$ cat config.mk
export PLATFORM = sky130hd
export DESIGN_NAME = video_ctrl_sequencer
export DESIGN_NICKNAME = d
export VERILOG_FILES = /design/src/rtl/video_ctrl_sequencer.sv
export SDC_FILE = /design/constraint.sdc
export NUM_CORES = 1
export LEC_CHECK = 0
export ABC_AREA = 1
export BUFFER_PORTS_ARGS = -buffer_cell sky130_fd_sc_hd__buf_2
export CORE_ASPECT_RATIO = 1.75
export CORE_MARGIN = 2
export CORE_UTILIZATION = 34
export CTS_CLUSTER_DIAMETER = 200
export DETAILED_ROUTE_END_ITERATION = 10
export GPL_TIMING_DRIVEN = 1
export PLACE_DENSITY = 0.6
export REMOVE_ABC_BUFFERS = 1
export SKIP_CTS_REPAIR_TIMING = 1
export SYNTH_ARGS = -nofsm -noshare
export SYNTH_HDL_FRONTEND = slang
export SYNTH_SLANG_ARGS = --single-unit
$ cat constraint.sdc
create_clock -name m_axis_vid_aclk -period 1.8 [get_ports m_axis_vid_aclk]
set_input_delay 0.27 -clock m_axis_vid_aclk [delete_from_list [all_inputs] [get_ports m_axis_vid_aclk]]
set_output_delay 0.27 -clock m_axis_vid_aclk [all_outputs]
set_load 0.01 [all_outputs]
$ cat src/rtl/video_ctrl_sequencer.sv
// Arbitrates two configuration requesters onto the video block control port,
// deferring geometry ops into shadow slots that are flushed at frame start.
module video_ctrl_sequencer #(
  parameter int HOLD_CYCLES = 2,
  parameter int OP_W        = 8
) (
  input  logic            m_axis_vid_aclk,
  input  logic            aresetn,
  input  logic            req0_valid,
  output logic            req0_ready,
  input  logic [OP_W-1:0] req0_op,
  input  logic [31:0]     req0_data,
  input  logic            req1_valid,
  output logic            req1_ready,
  input  logic [OP_W-1:0] req1_op,
  input  logic [31:0]     req1_data,
  input  logic            frame_start,
  input  logic            defer_en,
  output logic [OP_W-1:0] control_op,
  output logic [31:0]     control_data,
  output logic [2:0]      pending,
  output logic            busy
);

  localparam logic [OP_W-1:0] OP_CM  = OP_W'(1);
  localparam logic [OP_W-1:0] OP_DIM = OP_W'(2);
  localparam logic [OP_W-1:0] OP_PAL = OP_W'(3);
  localparam logic [OP_W-1:0] OP_SCL = OP_W'(4);
  localparam logic [OP_W-1:0] OP_VS  = OP_W'(5);
  localparam logic [3:0]      HOLD   = 4'(HOLD_CYCLES);

  typedef enum logic [2:0] {
    S_IDLE,
    S_ISSUE,
    S_GAP,
    S_FISSUE,
    S_FGAP
  } state_t;

  state_t          r_state;
  logic [3:0]      r_cnt;
  logic            r_last_grant;
  logic            r_flush_req;
  logic [2:0]      r_pending;
  logic [2:0]      r_fsel;
  logic [31:0]     r_sh_cm;
  logic [31:0]     r_sh_dim;
  logic [31:0]     r_sh_scl;
  logic [OP_W-1:0] r_op;
  logic [31:0]     r_data;

  logic            w_gnt;
  logic            w_open;
  logic            w_xfer;
  logic [OP_W-1:0] w_op;
  logic [31:0]     w_data;
  logic            w_geo;
  logic            w_known;
  logic [2:0]      w_slot;
  logic            w_defer;
  logic            w_issue;
  logic            w_in_flush;
  logic            w_enter;
  logic [2:0]      w_fsel;
  logic [OP_W-1:0] w_fop;
  logic [31:0]     w_fdata;

  // Both valid: alternate away from the last winner; idle bus favours req0.
  assign w_gnt  = req1_valid && (!req0_valid || !r_last_grant);
  assign w_open = aresetn && (r_state == S_IDLE) && !r_flush_req;
  assign req0_ready = w_open && !w_gnt;
  assign req1_ready = w_open && w_gnt;
  assign w_xfer = w_gnt ? (req1_valid && req1_ready)
                        : (req0_valid && req0_ready);
  assign w_op   = w_gnt ? req1_op : req0_op;
  assign w_data = w_gnt ? req1_data : req0_data;

  always_comb begin
    w_geo   = 1'b0;
    w_known = 1'b0;
    w_slot  = 3'b000;
    unique case (w_op)
      OP_CM:  begin w_geo = 1'b1; w_known = 1'b1; w_slot = 3'b001; end
      OP_DIM: begin w_geo = 1'b1; w_known = 1'b1; w_slot = 3'b010; end
      OP_SCL: begin w_geo = 1'b1; w_known = 1'b1; w_slot = 3'b100; end
      OP_PAL: w_known = 1'b1;
      OP_VS:  w_known = 1'b1;
      default: ;
    endcase
  end

  assign w_defer = w_xfer && w_geo && defer_en;
  assign w_issue = w_xfer && w_known && !w_defer;
  assign w_in_flush = (r_state == S_FISSUE) || (r_state == S_FGAP);

  // Flush order is colormode, dimensions, scale.
  always_comb begin
    w_fsel  = 3'b000;
    w_fop   = '0;
    w_fdata = '0;
    if (r_pending[0]) begin
      w_fsel  = 3'b001;
      w_fop   = OP_CM;
      w_fdata = r_sh_cm;
    end else if (r_pending[1]) begin
      w_fsel  = 3'b010;
      w_fop   = OP_DIM;
      w_fdata = r_sh_dim;
    end else if (r_pending[2]) begin
      w_fsel  = 3'b100;
      w_fop   = OP_SCL;
      w_fdata = r_sh_scl;
    end
  end

  assign w_enter = ((r_state == S_IDLE || r_state == S_GAP) && r_flush_req)
                || (r_state == S_FGAP && r_pending != 3'b000);

  always_ff @(posedge m_axis_vid_aclk) begin
    if (!aresetn) begin
      r_state      <= S_IDLE;
      r_cnt        <= '0;
      r_last_grant <= 1'b1;
      r_flush_req  <= 1'b0;
      r_pending    <= '0;
      r_fsel       <= '0;
      r_sh_cm      <= '0;
      r_sh_dim     <= '0;
      r_sh_scl     <= '0;
      r_op         <= '0;
      r_data       <= '0;
    end else begin
      if (w_xfer)
        r_last_grant <= w_gnt;
      if (frame_start && !w_in_flush &&
          (r_pending != 3'b000 || w_defer))
        r_flush_req <= 1'b1;
      if (w_defer) begin
        r_pending <= r_pending | w_slot;
        if (w_slot[0]) r_sh_cm  <= w_data;
        if (w_slot[1]) r_sh_dim <= w_data;
        if (w_slot[2]) r_sh_scl <= w_data;
      end
      if (w_enter) begin
        r_flush_req <= 1'b0;
        if (w_fsel != 3'b000) begin
          r_state <= S_FISSUE;
          r_fsel  <= w_fsel;
          r_op    <= w_fop;
          r_data  <= w_fdata;
          r_cnt   <= 4'd1;
        end else begin
          r_state <= S_IDLE;
        end
      end else begin
        unique case (r_state)
          S_IDLE: if (w_issue) begin
            r_state <= S_ISSUE;
            r_op    <= w_op;
            r_data  <= w_data;
            r_cnt   <= 4'd1;
          end
          S_ISSUE, S_FISSUE: if (r_cnt == HOLD) begin
            r_op   <= '0;
            r_data <= '0;
            if (r_state == S_FISSUE) begin
              r_pending <= r_pending & ~r_fsel;
              r_state   <= S_FGAP;
            end else begin
              r_state <= S_GAP;
            end
          end else begin
            r_cnt <= r_cnt + 4'd1;
          end
          S_GAP:  r_state <= S_IDLE;
          S_FGAP: r_state <= S_IDLE;
          default: r_state <= S_IDLE;
        endcase
      end
    end
  end

  assign control_op   = r_op;
  assign control_data = r_data;
  assign pending      = r_pending;
  assign busy         = (r_state != S_IDLE);

endmodule

==> summary.md, run 1 <==
Critical path
• 13 — crit-path max FO
• output port — Worst setup EP type
• reg2out — critical path class
• -0.23 ns — Reg2Reg Setup Slack
• 1.53 ns — Data required, critical path
• flop — startpoint class of the critical path
• 1.79 ns — signal arrival time at the worst endpoint

Run status
• complete, but fails checks — run status
• negative setup slack — violations in the final reports

Power
• 0.00442 uW — leakage power summed over all cells
• 0.460 — Clock power frac
• 772 mW/mm^2 — power per standard cell area
• 2120 uW — switching pwr
• 0.433 — fraction of power consumed by sequential logic
• 0.272 — switching power share of the total
• 0.107 — combinational share of power
• 7790 uW — Tot Pwr
• 5670 uW — internal power consumption
• 0.467 mV — worst vdd rail ir drop

Place
• 131 — count of buffers inserted at the top-level ports
• 14.7 mm — DPL Wire Length
• 0.825 — Routability Congestion
• -0.351 ns — worst setup timing slack at the placement stage

Floorplanning
• 117 um — Die X
• 0.0234 sq mm — area enclosed by the die boundary
• 201 um — height of the chip
• 0.344 — effective utilization at floorplan
• 132 — number of placed I/O pins
• 72 — site row count
• 0.0219 sq mm — area of the core

Synth
• 0.401 — share of the synthesized area in the top cell type
• 6.79 sq um — Post-Syn Area per Cell
• 151 — number of storage elements in the synthesis netlist
• 0.401 — part of the Yosys area used for sequential elements
• sky130_fd_sc_hd__dfxtp_1, sky130_fd_sc_hd__inv_1, sky130_fd_sc_hd__nand2_1 — top post-synthesis cells by area
• 1109 — number of standard cells after synthesis
• 0 — synth warn
• 0.00753 sq mm — Post-Syn Area
• 34 — number of different library cells in the post-synthesis netlist
• sky130_fd_sc_hd__dfxtp_1 — area leader, netlist

STA
• 1.14 — post-route clock period utilization
• 0 — Slew Viols, Final
• -0.260 ns — crit path setup slack, layout
• 0.673 — headroom to the max-slew limit
• 0.0120 ns — Post-Route Skew
• 2.06 ns — final worst path period need
• 485 MHz — maximum clock frequency
• 125 — endpoints failing setup
• 0 — Hold Vio Cnt, Final
• 0.490 ns — Tightest Pin Transition
• 0.153 ns — worst hold slack
• yes — RSZ-0062 raised after global routing

Global route
• 0.339 — met2 routing resource usage after global routing
• 7131 — number of global-route vias before repair
• 0.214 — GR Util met1
• 0.187 — Total GRT Usage
• 0.0350 — met3 Track Usage GR
• 34.8 mm — first-pass GRT wire length
• 95 — pin count of the biggest net entering global routing
• 0 — sum of overflow across all layers after global routing
• met2 — global routing's busiest layer
• 1 — initial antenna violation count

CTS
• 2 — Max clock buf depth
• 4 — number of H-tree levels
• 17 — clock buffers created by TritonCTS
• built — TritonCTS clock tree
• sky130_fd_sc_hd__clkbuf_16 — Root Buffer Master
• 0.43 ns — source-to-sink clock delay at the later pin of the worst-skew pair
• 151 — clock sink total
• 0.07 ns — clock-pin slew reported for the worst setup and hold paths after clock tree synthesis

Cells and area
• 0.461 — fin util
• 33.9% — Area Overhead vs Synth
• sky130_fd_sc_hd__inv_1 — commonest non-fill, non-tap cell in the layout
• sky130_fd_sc_hd__inv_1, sky130_fd_sc_hd__nand2_1, sky130_fd_sc_hd__dfxtp_1, sky130_fd_sc_hd__buf_2, sky130_fd_sc_hd__a21oi_1 — most frequent cells in the layout
• 0.00303 sq mm — area of all sequential standard cells
• 2259 — layout filler cell count
• 0.00360 sq mm — footprint of the multi-input gates
• 0.297 — fraction of final layout cells with drive strength greater than 1
• 1365 — number of nets in the finished design

Routing
• 15.0 um — average wire length per cell after detail routing
• 458 — count of routing violations after the opening detailed-route iteration
• 0 — DRC viols
• 5 — first-pass iteration count of the detailed router
• 4.89 — average via count per standard cell
• 7758 — total via count in the routed design
• 0 — number of antenna-violating nets in the routed design
• 23.8 mm — final wirelength

Worst hold path
• in2reg — Hold Crit Class

Job
• 0 — max-cap viol count

[sequential cells by signal, indices dropped and copies added (netlist names)]
signal,flops
control_data,32
control_op,8
pending,3
r_cnt,4
r_flush_req,1
r_fsel,3
r_last_grant,1
r_sh_cm,32
r_sh_dim,32
r_sh_scl,32
r_state,3
[final timing paths]
path,start,to,cells past startpoint
worst max-delay path,r_last_grant,req0_ready,7
worst max register to register,r_last_grant,control_data[2],16
worst min register to register,control_op[7],control_op[7],2
worst min-delay path,frame_start,r_flush_req,3
[per-layer routing]
layer / part of all wire / up-vias / wire [um]
met5: 0 / - / 0
met4: 0.030 / 0 / 718
met3: 0.049 / 39 / 1160
met2: 0.53 / 234 / 12600
met1: 0.39 / 3583 / 9360
li1: - / 3902 / -
[cell type report]
| type | count | area share |
|---|---|---|
| clock inverters | 15 | 0.0161 |
| multi-input cells | 661 | 0.357 |
| flip-flops and latches | 151 | 0.300 |
| repair buffers | 225 | 0.166 |
| clock buffers | 17 | 0.0422 |
| well taps | 296 | 0.0367 |
| diodes | 1 | 0.000248 |
| inverters | 221 | 0.0822 |
[power groups by stage]
| stage | sequential (uW) | combinational [uW] | clock, uW |
|---|---|---|---|
| 3_5_place_dp | 3450 | 755 | 0 |
| 4_1_cts | 3370 | 759 | 3630 |
| 3_3_place_gp | 3450 | 749 | 0 |
| 2_1_floorplan | 3450 | 391 | 0 |
| 6_report | 3370 | 832 | 3590 |
| 5_1_grt | 3370 | 937 | 3790 |
[Yosys cell counts]
cell type / number
sky130_fd_sc_hd__inv_1: 202
sky130_fd_sc_hd__nand2_1: 189
sky130_fd_sc_hd__dfxtp_1: 151
sky130_fd_sc_hd__o21ai_0: 119
sky130_fd_sc_hd__a21oi_1: 109
sky130_fd_sc_hd__nor2_1: 76
sky130_fd_sc_hd__clkbuf_1: 41
sky130_fd_sc_hd__nand4_1: 36
sky130_fd_sc_hd__buf_2: 23
sky130_fd_sc_hd__o22ai_1: 19
sky130_fd_sc_hd__inv_2: 18
sky130_fd_sc_hd__or2_2: 18
sky130_fd_sc_hd__o32ai_1: 15
sky130_fd_sc_hd__a22oi_1: 14
sky130_fd_sc_hd__o221ai_1: 14
sky130_fd_sc_hd__nand3_1: 13
sky130_fd_sc_hd__nor2_2: 9
sky130_fd_sc_hd__nand3b_1: 6
sky130_fd_sc_hd__nand2_2: 5
sky130_fd_sc_hd__nand3_2: 5
sky130_fd_sc_hd__buf_4: 4
sky130_fd_sc_hd__buf_6: 4
sky130_fd_sc_hd__a221oi_1: 3
sky130_fd_sc_hd__buf_1: 3
sky130_fd_sc_hd__clkbuf_2: 2
sky130_fd_sc_hd__ha_1: 2
sky130_fd_sc_hd__nor3_1: 2
sky130_fd_sc_hd__a21oi_2: 1
sky130_fd_sc_hd__a31oi_1: 1
sky130_fd_sc_hd__clkinv_1: 1
sky130_fd_sc_hd__nand2_4: 1
sky130_fd_sc_hd__nor2_4: 1
sky130_fd_sc_hd__xnor2_1: 1
sky130_fd_sc_hd__xor2_1: 1
[cell families (layout without fill, tap and decap cells)]
| logic type | count (synthesis) | after routing | share of synthesized area |
|---|---|---|---|
| compound gates | 295 | 295 | 0.220 |
| buf+inv | 298 | 478 | 0.159 |
| other cells | 0 | 1 | 0 |
| fa+ha+maj | 2 | 2 | 0.00332 |
| xor+xnor | 2 | 2 | 0.00233 |
| flops | 151 | 151 | 0.401 |
| simple gates | 361 | 362 | 0.214 |
[critical path, stage by stage (launching register included)]
cell	delay (ns)
sky130_fd_sc_hd__dfxtp_2	0.34
sky130_fd_sc_hd__nand2_4	0.11
sky130_fd_sc_hd__nand2_4	0.10
sky130_fd_sc_hd__inv_1	0.23
sky130_fd_sc_hd__buf_4	0.26
sky130_fd_sc_hd__buf_4	0.15
sky130_fd_sc_hd__nor2_1	0.04
sky130_fd_sc_hd__buf_2	0.13
[through the flow]
step | std cells | area (sq um) | TNS [ns]
floorplan | 1032 | 7170 | -165.57
global route | 1587 | 10100 | -37.19
global placement | 1537 | 8930 | -26.10
CTS | 1569 | 9520 | -29.17
detailed placement | 1537 | 8930 | -27.33
finish | 1587 | 10100 | -18.36
(Power assumes the default switching activity.)
==> run 2, diff against run 1 <==
clock period = 1.7 ns   (was 1.8 ns; I/O delays follow)
==> summary.md, run 2 (same netlist as run 1, synthesis figures left out) <==
Worst hold path
• frame_start — Min-Delay Startpoint, unchanged
• 3 — instance count along the most critical hold path, unchanged
• r_flush_req — worst hold path endpoint, unchanged
• in2reg — Hold Crit Class, unchanged

STA
• 0.423 ns — Tightest Pin Transition, was 0.490 ns
• -0.319 ns — crit path setup slack, layout, was -0.260 ns
• yes — RSZ-0062 raised after global routing, unchanged
• 0 — Slew Viols, Final, unchanged
• 0 — Hold Vio Cnt, Final, unchanged
• 495 MHz — maximum clock frequency
• 0.718 — headroom to the max-slew limit, was 0.673
• 2.02 ns — final worst path period need
• -30.77 ns — sum of negative setup slack, was -18.36 ns
• 0.0117 ns — Post-Route Skew, was 0.0120 ns
• 1.19 — post-route clock period utilization
• 150 — endpoints failing setup, was 125

Global route
• 98 — pin count of the biggest net entering global routing, was 95
• 7291 — number of global-route vias before repair, was 7131
• 0.191 — Total GRT Usage, was 0.187
• 35.4 mm — first-pass GRT wire length, was 34.8 mm
• 0 — sum of overflow across all layers after global routing, unchanged
• 1 — initial antenna violation count, unchanged

Routing
• 15.8 um — average wire length per cell after detail routing, was 15.0 um
• 7898 — total via count in the routed design, was 7758
• 4.93 — average via count per standard cell, was 4.89
• 458 — count of routing violations after the opening detailed-route iteration, unchanged
• 7 — first-pass iteration count of the detailed router, was 5
• 25.3 mm — final wirelength, was 23.8 mm
• 0 — number of antenna-violating nets in the routed design, unchanged
• 0 — DRC viols, unchanged

Cells and area
• 0.289 — fraction of final layout cells with drive strength greater than 1, was 0.297
• 36.2% — Area Overhead vs Synth, was 33.9%
• sky130_fd_sc_hd__inv_1 — commonest non-fill, non-tap cell in the layout, unchanged
• sky130_fd_sc_hd__inv_1, sky130_fd_sc_hd__nand2_1, sky130_fd_sc_hd__dfxtp_1, sky130_fd_sc_hd__buf_2, sky130_fd_sc_hd__a21oi_1 — most frequent cells in the layout, unchanged
• 1380 — number of nets in the finished design, was 1365
• 0.0103 sq mm — final standard cell area without fillers, was 0.0101 sq mm

Floorplanning
• 132 — number of placed I/O pins, unchanged
• 0.0234 sq mm — area enclosed by the die boundary, unchanged
• 0.0219 sq mm — area of the core, unchanged
• 0.344 — effective utilization at floorplan, unchanged
• 72 — site row count, unchanged
• 117 um — Die X, unchanged
• 201 um — height of the chip, unchanged

Place
• 0.00902 sq mm — placed inst area, was 0.00893 sq mm
• 0.858 — Routability Congestion, was 0.825
• 131 — count of buffers inserted at the top-level ports, unchanged
• 14.9 mm — DPL Wire Length, was 14.7 mm

Power
• 0.00449 uW — leakage power summed over all cells, was 0.00442 uW
• 0.254 — switching power share of the total, was 0.272
• 0.583 mV — worst vdd rail ir drop, was 0.467 mV
• 0.431 — fraction of power consumed by sequential logic, was 0.433
• 2100 uW — switching pwr, was 2120 uW
• 0.462 — Clock power frac, was 0.460
• 6180 uW — internal power consumption, was 5670 uW
• 807 mW/mm^2 — power per standard cell area, was 772 mW/mm^2
• 0.107 — combinational share of power, about the same

Critical path
• control_data[21] — destination of the worst register-to-register timing path, was control_data[2]
• flop — startpoint class of the critical path, unchanged
• reg2reg — critical path class, was reg2out
• 16 — number of cell instances on the worst register-to-register path, unchanged
• 2.06 ns — Data required, critical path, was 1.53 ns
• sky130_fd_sc_hd__nand2_1 — most repeated library cell on the critical path
• -0.32 ns — Reg2Reg Setup Slack, was -0.23 ns
• 9 — crit-path max FO, was 13
• 0.35 ns — critical path's largest stage delay, was 0.34 ns
• r_last_grant — reg-to-reg critical path startpoint, unchanged
• sky130_fd_sc_hd__dfxtp_2 — Slowest-stage cell, CP, unchanged
• 2.38 ns — signal arrival time at the worst endpoint, was 1.79 ns
• flop — Worst setup EP type, was output port
• nand2_4 > buf_12 > nand3_1 > nand2_1 > nand2_1 > nor2_4 > nand2_1 > nand3_2 > nand2_2 > nand3_2 > nand2_4 > nand3_4 > clkbuf_16 > nand2_1 > inv_2 > nor2_1 — crit-path cells, was nand2_4 > nand2_4 > inv_1 > buf_4 > buf_4 > nor2_1 > buf_2

CTS
• 151 — clock sink total, unchanged
• 17 — clock buffers created by TritonCTS, unchanged
• sky130_fd_sc_hd__clkbuf_16 — Root Buffer Master, unchanged
• 2 — Max clock buf depth, unchanged
• 0.07 ns — clock-pin slew reported for the worst setup and hold paths after clock tree synthesis, about the same
• 4 — number of H-tree levels, unchanged
• built — TritonCTS clock tree, unchanged
• 0.43 ns — source-to-sink clock delay at the later pin of the worst-skew pair, about the same

Job
• 0 — max-cap viol count, unchanged

Run status
• negative setup slack — violations in the final reports, unchanged
• complete, but fails checks — run status, unchanged

[run 2: cell types whose count changed in the layout (fill, tap and decap cells not counted), sizes merged]
| cell | change |
|---|---|
| clkinvlp | +5 |
| bufinv | +1 |
| inv | -5 |
| clkbuf | +6 |
| nand2 | -1 |
| buf | +12 |
| clkinv | -3 |
[run 2: how the worst max path moves through the flow]
| stage | slack [ns] | cells past startpoint | startpoint | to |
|---|---|---|---|---|
| after floorplan | -1.47 | 10 | pending[0] | control_data[0] |
| after global placement | -0.37 | 15 | r_state[1] | control_data[29] |
| after detailed placement | -0.40 | 15 | r_state[1] | control_data[29] |
| after CTS | -0.42 | 15 | r_state[1] | control_data[29] |
| after global routing | -0.44 | 16 | r_last_grant | control_data[12] |
| final | -0.32 | 16 | r_last_grant | control_data[21] |
[run 2: worst max-delay path: cells and delay by family, from the launching register on]
| family | cells | cell delay [ns] |
|---|---|---|
| buffers and inverters | 3 | 0.39 |
| DFF | 1 | 0.35 |
| and+or+nand+nor | 13 | 1.22 |
[run 2: power groups by stage]
stage / combinational, uW / sequential (uW) / clock (uW)
2_1_floorplan: 414 / 3660 / 0
3_3_place_gp: 815 / 3650 / 0
3_5_place_dp: 823 / 3650 / 0
4_1_cts: 827 / 3570 / 3890
5_1_grt: 998 / 3570 / 4030
6_report: 889 / 3570 / 3830
[run 2: layer usage]
metal  part of all wire  routed length, um  track usage
met1               0.39               9810        0.213
met3              0.049               1250       0.0332
met4              0.030                762       0.0821
met5                  0                  0            0
met2               0.53              13500        0.347
[run 2: final cells by class]
type                    count  area (sq um)
repair buffers            241          1900
fillers                  2205         11600
multi-input cells         660          3530
diodes                      1          2.50
flip-flops and latches    151          3030
inverters                 221           830
clock buffers              19           453
well taps                 296           370
clock inverters            13           145
[run 2: stage by stage]
stage / setup slack (ns) / hold slack [ns] / power [uW] / util / instances
6_report: -0.319 / 0.154 / 8290 / 0.469 / 1602
3_3_place_gp: -0.367 / 0.431 / 4460 / 0.412 / 1546
5_1_grt: -0.438 / 0.190 / 8600 / 0.469 / 1602
3_5_place_dp: -0.400 / 0.428 / 4470 / 0.412 / 1546
2_1_floorplan: -1.47 / 0.324 / 4070 / - / 1032
4_1_cts: -0.424 / 0.138 / 8280 / 0.440 / 1578
==> run 3, diff against run 2 <==
CORE_UTILIZATION = 45   (was 34)
PLACE_DENSITY = 0.74   (was 0.6)
==> summary.md, run 3 (same netlist as run 1, synthesis figures left out) <==
STA
• 0.00638 ns — Post-Route Skew, was 0.0117 ns
• -0.339 ns — crit path setup slack, layout, was -0.319 ns
• 0.493 — headroom to the max-slew limit, was 0.718
• 1.20 — post-route clock period utilization, was 1.19
• -29.49 ns — sum of negative setup slack, was -30.77 ns
• 2.04 ns — final worst path period need, was 2.02 ns
• 0.761 ns — Tightest Pin Transition, was 0.423 ns
• yes — RSZ-0062 raised after global routing, unchanged
• 147 — endpoints failing setup, was 150
• 491 MHz — maximum clock frequency, was 495 MHz
• 0 — Slew Viols, Final, unchanged
• 0 — Hold Vio Cnt, Final, unchanged

Critical path
• 2.01 ns — Data required, critical path, was 2.06 ns
• 4 — Critical path buffers and inverters, was 3
• inv_2 > nand2_2 > nor2_2 > nand2_1 > nor2_2 > o21ai_2 > nor2_2 > buf_6 > nand4_1 > buf_6 > clkbuf_16 > o21ai_1 > a21oi_1 — crit-path cells, was nand2_4 > buf_12 > nand3_1 > nand2_1 > nand2_1 > nor2_4 > nand2_1 > nand3_2 > nand2_2 > nand3_2 > nand2_4 > nand3_4 > clkbuf_16 > nand2_1 > inv_2 > nor2_1
• 2.35 ns — signal arrival time at the worst endpoint, was 2.38 ns
• flop — Worst setup EP type, unchanged
• reg2reg — critical path class, unchanged
• flop — startpoint class of the critical path, unchanged
• sky130_fd_sc_hd__nor2_2 — most repeated library cell on the critical path, was sky130_fd_sc_hd__nand2_1
• simple AND/OR/NAND/NOR gates — critical path's top delay family, unchanged
• 0.33 ns — critical path's largest stage delay, was 0.35 ns
• sky130_fd_sc_hd__dfxtp_1 — Slowest-stage cell, CP, was sky130_fd_sc_hd__dfxtp_2
• -0.34 ns — Reg2Reg Setup Slack, was -0.32 ns
• 8 — crit-path max FO, was 9

Routing
• 5 — first-pass iteration count of the detailed router, was 7
• 0 — DRC viols, unchanged
• 0 — number of antenna-violating nets in the routed design, unchanged
• 5.26 — average via count per standard cell, was 4.93
• 15.1 um — average wire length per cell after detail routing, was 15.8 um
• 7982 — total via count in the routed design, was 7898
• 22.9 mm — final wirelength, was 25.3 mm
• 694 — count of routing violations after the opening detailed-route iteration, was 458

Place
• 131 — count of buffers inserted at the top-level ports, unchanged
• -0.415 ns — worst setup timing slack at the placement stage, was -0.400 ns
• 14.5 mm — DPL Wire Length, was 14.9 mm
• 0.838 — Routability Congestion, was 0.858
• 1478 — Placed Instances, was 1546

CTS
• 2 — Max clock buf depth, unchanged
• sky130_fd_sc_hd__clkbuf_16 — Root Buffer Master, unchanged
• 151 — clock sink total, unchanged
• built — TritonCTS clock tree, unchanged
• 0.42 ns — source-to-sink clock delay at the later pin of the worst-skew pair, was 0.43 ns
• 17 — clock buffers created by TritonCTS, unchanged
• 4 — number of H-tree levels, unchanged
• 0.06 ns — clock-pin slew reported for the worst setup and hold paths after clock tree synthesis, was 0.07 ns

Floorplanning
• 102 um — Die X, was 117 um
• 175 um — height of the chip, was 201 um
• 0.0178 sq mm — area enclosed by the die boundary, was 0.0234 sq mm
• 0.460 — effective utilization at floorplan, was 0.344
• 62 — site row count, was 72
• 132 — number of placed I/O pins, unchanged
• 0.0164 sq mm — area of the core, was 0.0219 sq mm

Global route
• 0 — sum of overflow across all layers after global routing, unchanged
• 0 — initial antenna violation count, was 1
• 0.238 — Total GRT Usage, was 0.191
• 7405 — number of global-route vias before repair, was 7291
• 34.0 mm — first-pass GRT wire length, was 35.4 mm
• 83 — pin count of the biggest net entering global routing, was 98

Cells and area
• sky130_fd_sc_hd__inv_1, sky130_fd_sc_hd__nand2_1, sky130_fd_sc_hd__dfxtp_1, sky130_fd_sc_hd__buf_2, sky130_fd_sc_hd__a21oi_1 — most frequent cells in the layout, unchanged
• 0 — number of antenna cells inserted, was 1
• 0.604 — fin util, was 0.469
• 1518 — non-filler instance count after layout, was 1602
• 0.275 — fraction of final layout cells with drive strength greater than 1, was 0.289
• 1369 — number of nets in the finished design, was 1380
• sky130_fd_sc_hd__inv_1 — commonest non-fill, non-tap cell in the layout, unchanged
• 31.3% — Area Overhead vs Synth, was 36.2%

Job
• 0 — max-cap viol count, unchanged

Run status
• complete, but fails checks — run status, unchanged
• negative setup slack — violations in the final reports, unchanged

Worst hold path
• in2reg — Hold Crit Class, unchanged

Power
• 0.652 mV — worst vdd rail ir drop, was 0.583 mV
• 845 mW/mm^2 — power per standard cell area, was 807 mW/mm^2
• 0.00438 uW — leakage power summed over all cells, was 0.00449 uW

## run 3: cell types whose count changed in the layout (fill, tap and decap cells not counted), sizes merged
cell / previous run / this run
clkbuf: 30 / 23
bufinv: 2 / 3
clkinvlp: 6 / 2
buf: 230 / 226
inv: 223 / 222
clkinv: 3 / 7
diode: 1 / 0
## run 3: power by group
group / leakage, uW / internal, uW / switching (uW)
Sequential: 0.00122 / 3560 / 11.2
Combinational: 0.00288 / 378 / 509
Clock: 0.000290 / 2330 / 1570
Total: 0.00438 / 6270 / 2090
## run 3: worst paths after layout
check / start / endpoint / cells past startpoint
worst min register to register: control_op[4] / control_op[4] / 2
worst max-delay path: r_state[1] / r_sh_cm[12] / 13
worst min-delay path: frame_start / r_flush_req / 3
worst max register to register: r_state[1] / r_sh_cm[12] / 13
## run 3: per-stage QoR
| step | total power (uW) | hold slack, ns | area (sq um) |
|---|---|---|---|
| 6_report | 8360 | 0.169 | 9890 |
| 5_1_grt | 8650 | 0.179 | 9890 |
| 4_1_cts | 8320 | 0.156 | 9570 |
| 3_5_place_dp | 4470 | 0.425 | 8960 |
| 3_3_place_gp | 4460 | 0.422 | 8960 |
| 2_1_floorplan | 4070 | 0.324 | 7170 |
## run 3: layout make-up
class                   count  area [sq um]
repair buffers            230          1670
fillers                  1464          6480
flip-flops and latches    151          3030
inverters                 221           830
clock inverters            13           174
well taps                 224           280
clock buffers              19           433
multi-input cells         660          3480
## run 3: worst reg2reg max path, delay by kind of cell, from the launching register on
kind	cells	cell delay, ns
buf+inv	4	0.57
compound gates	3	0.26
flops	1	0.33
simple gates	6	0.76
## run 3: routing by layer
metal / global-route usage / share of wire / wire, um
met4: 0.101 / 0.039 / 884
met5: 0 / 0 / 0
met3: 0.0432 / 0.061 / 1400
met2: 0.427 / 0.52 / 11900
met1: 0.268 / 0.38 / 8730
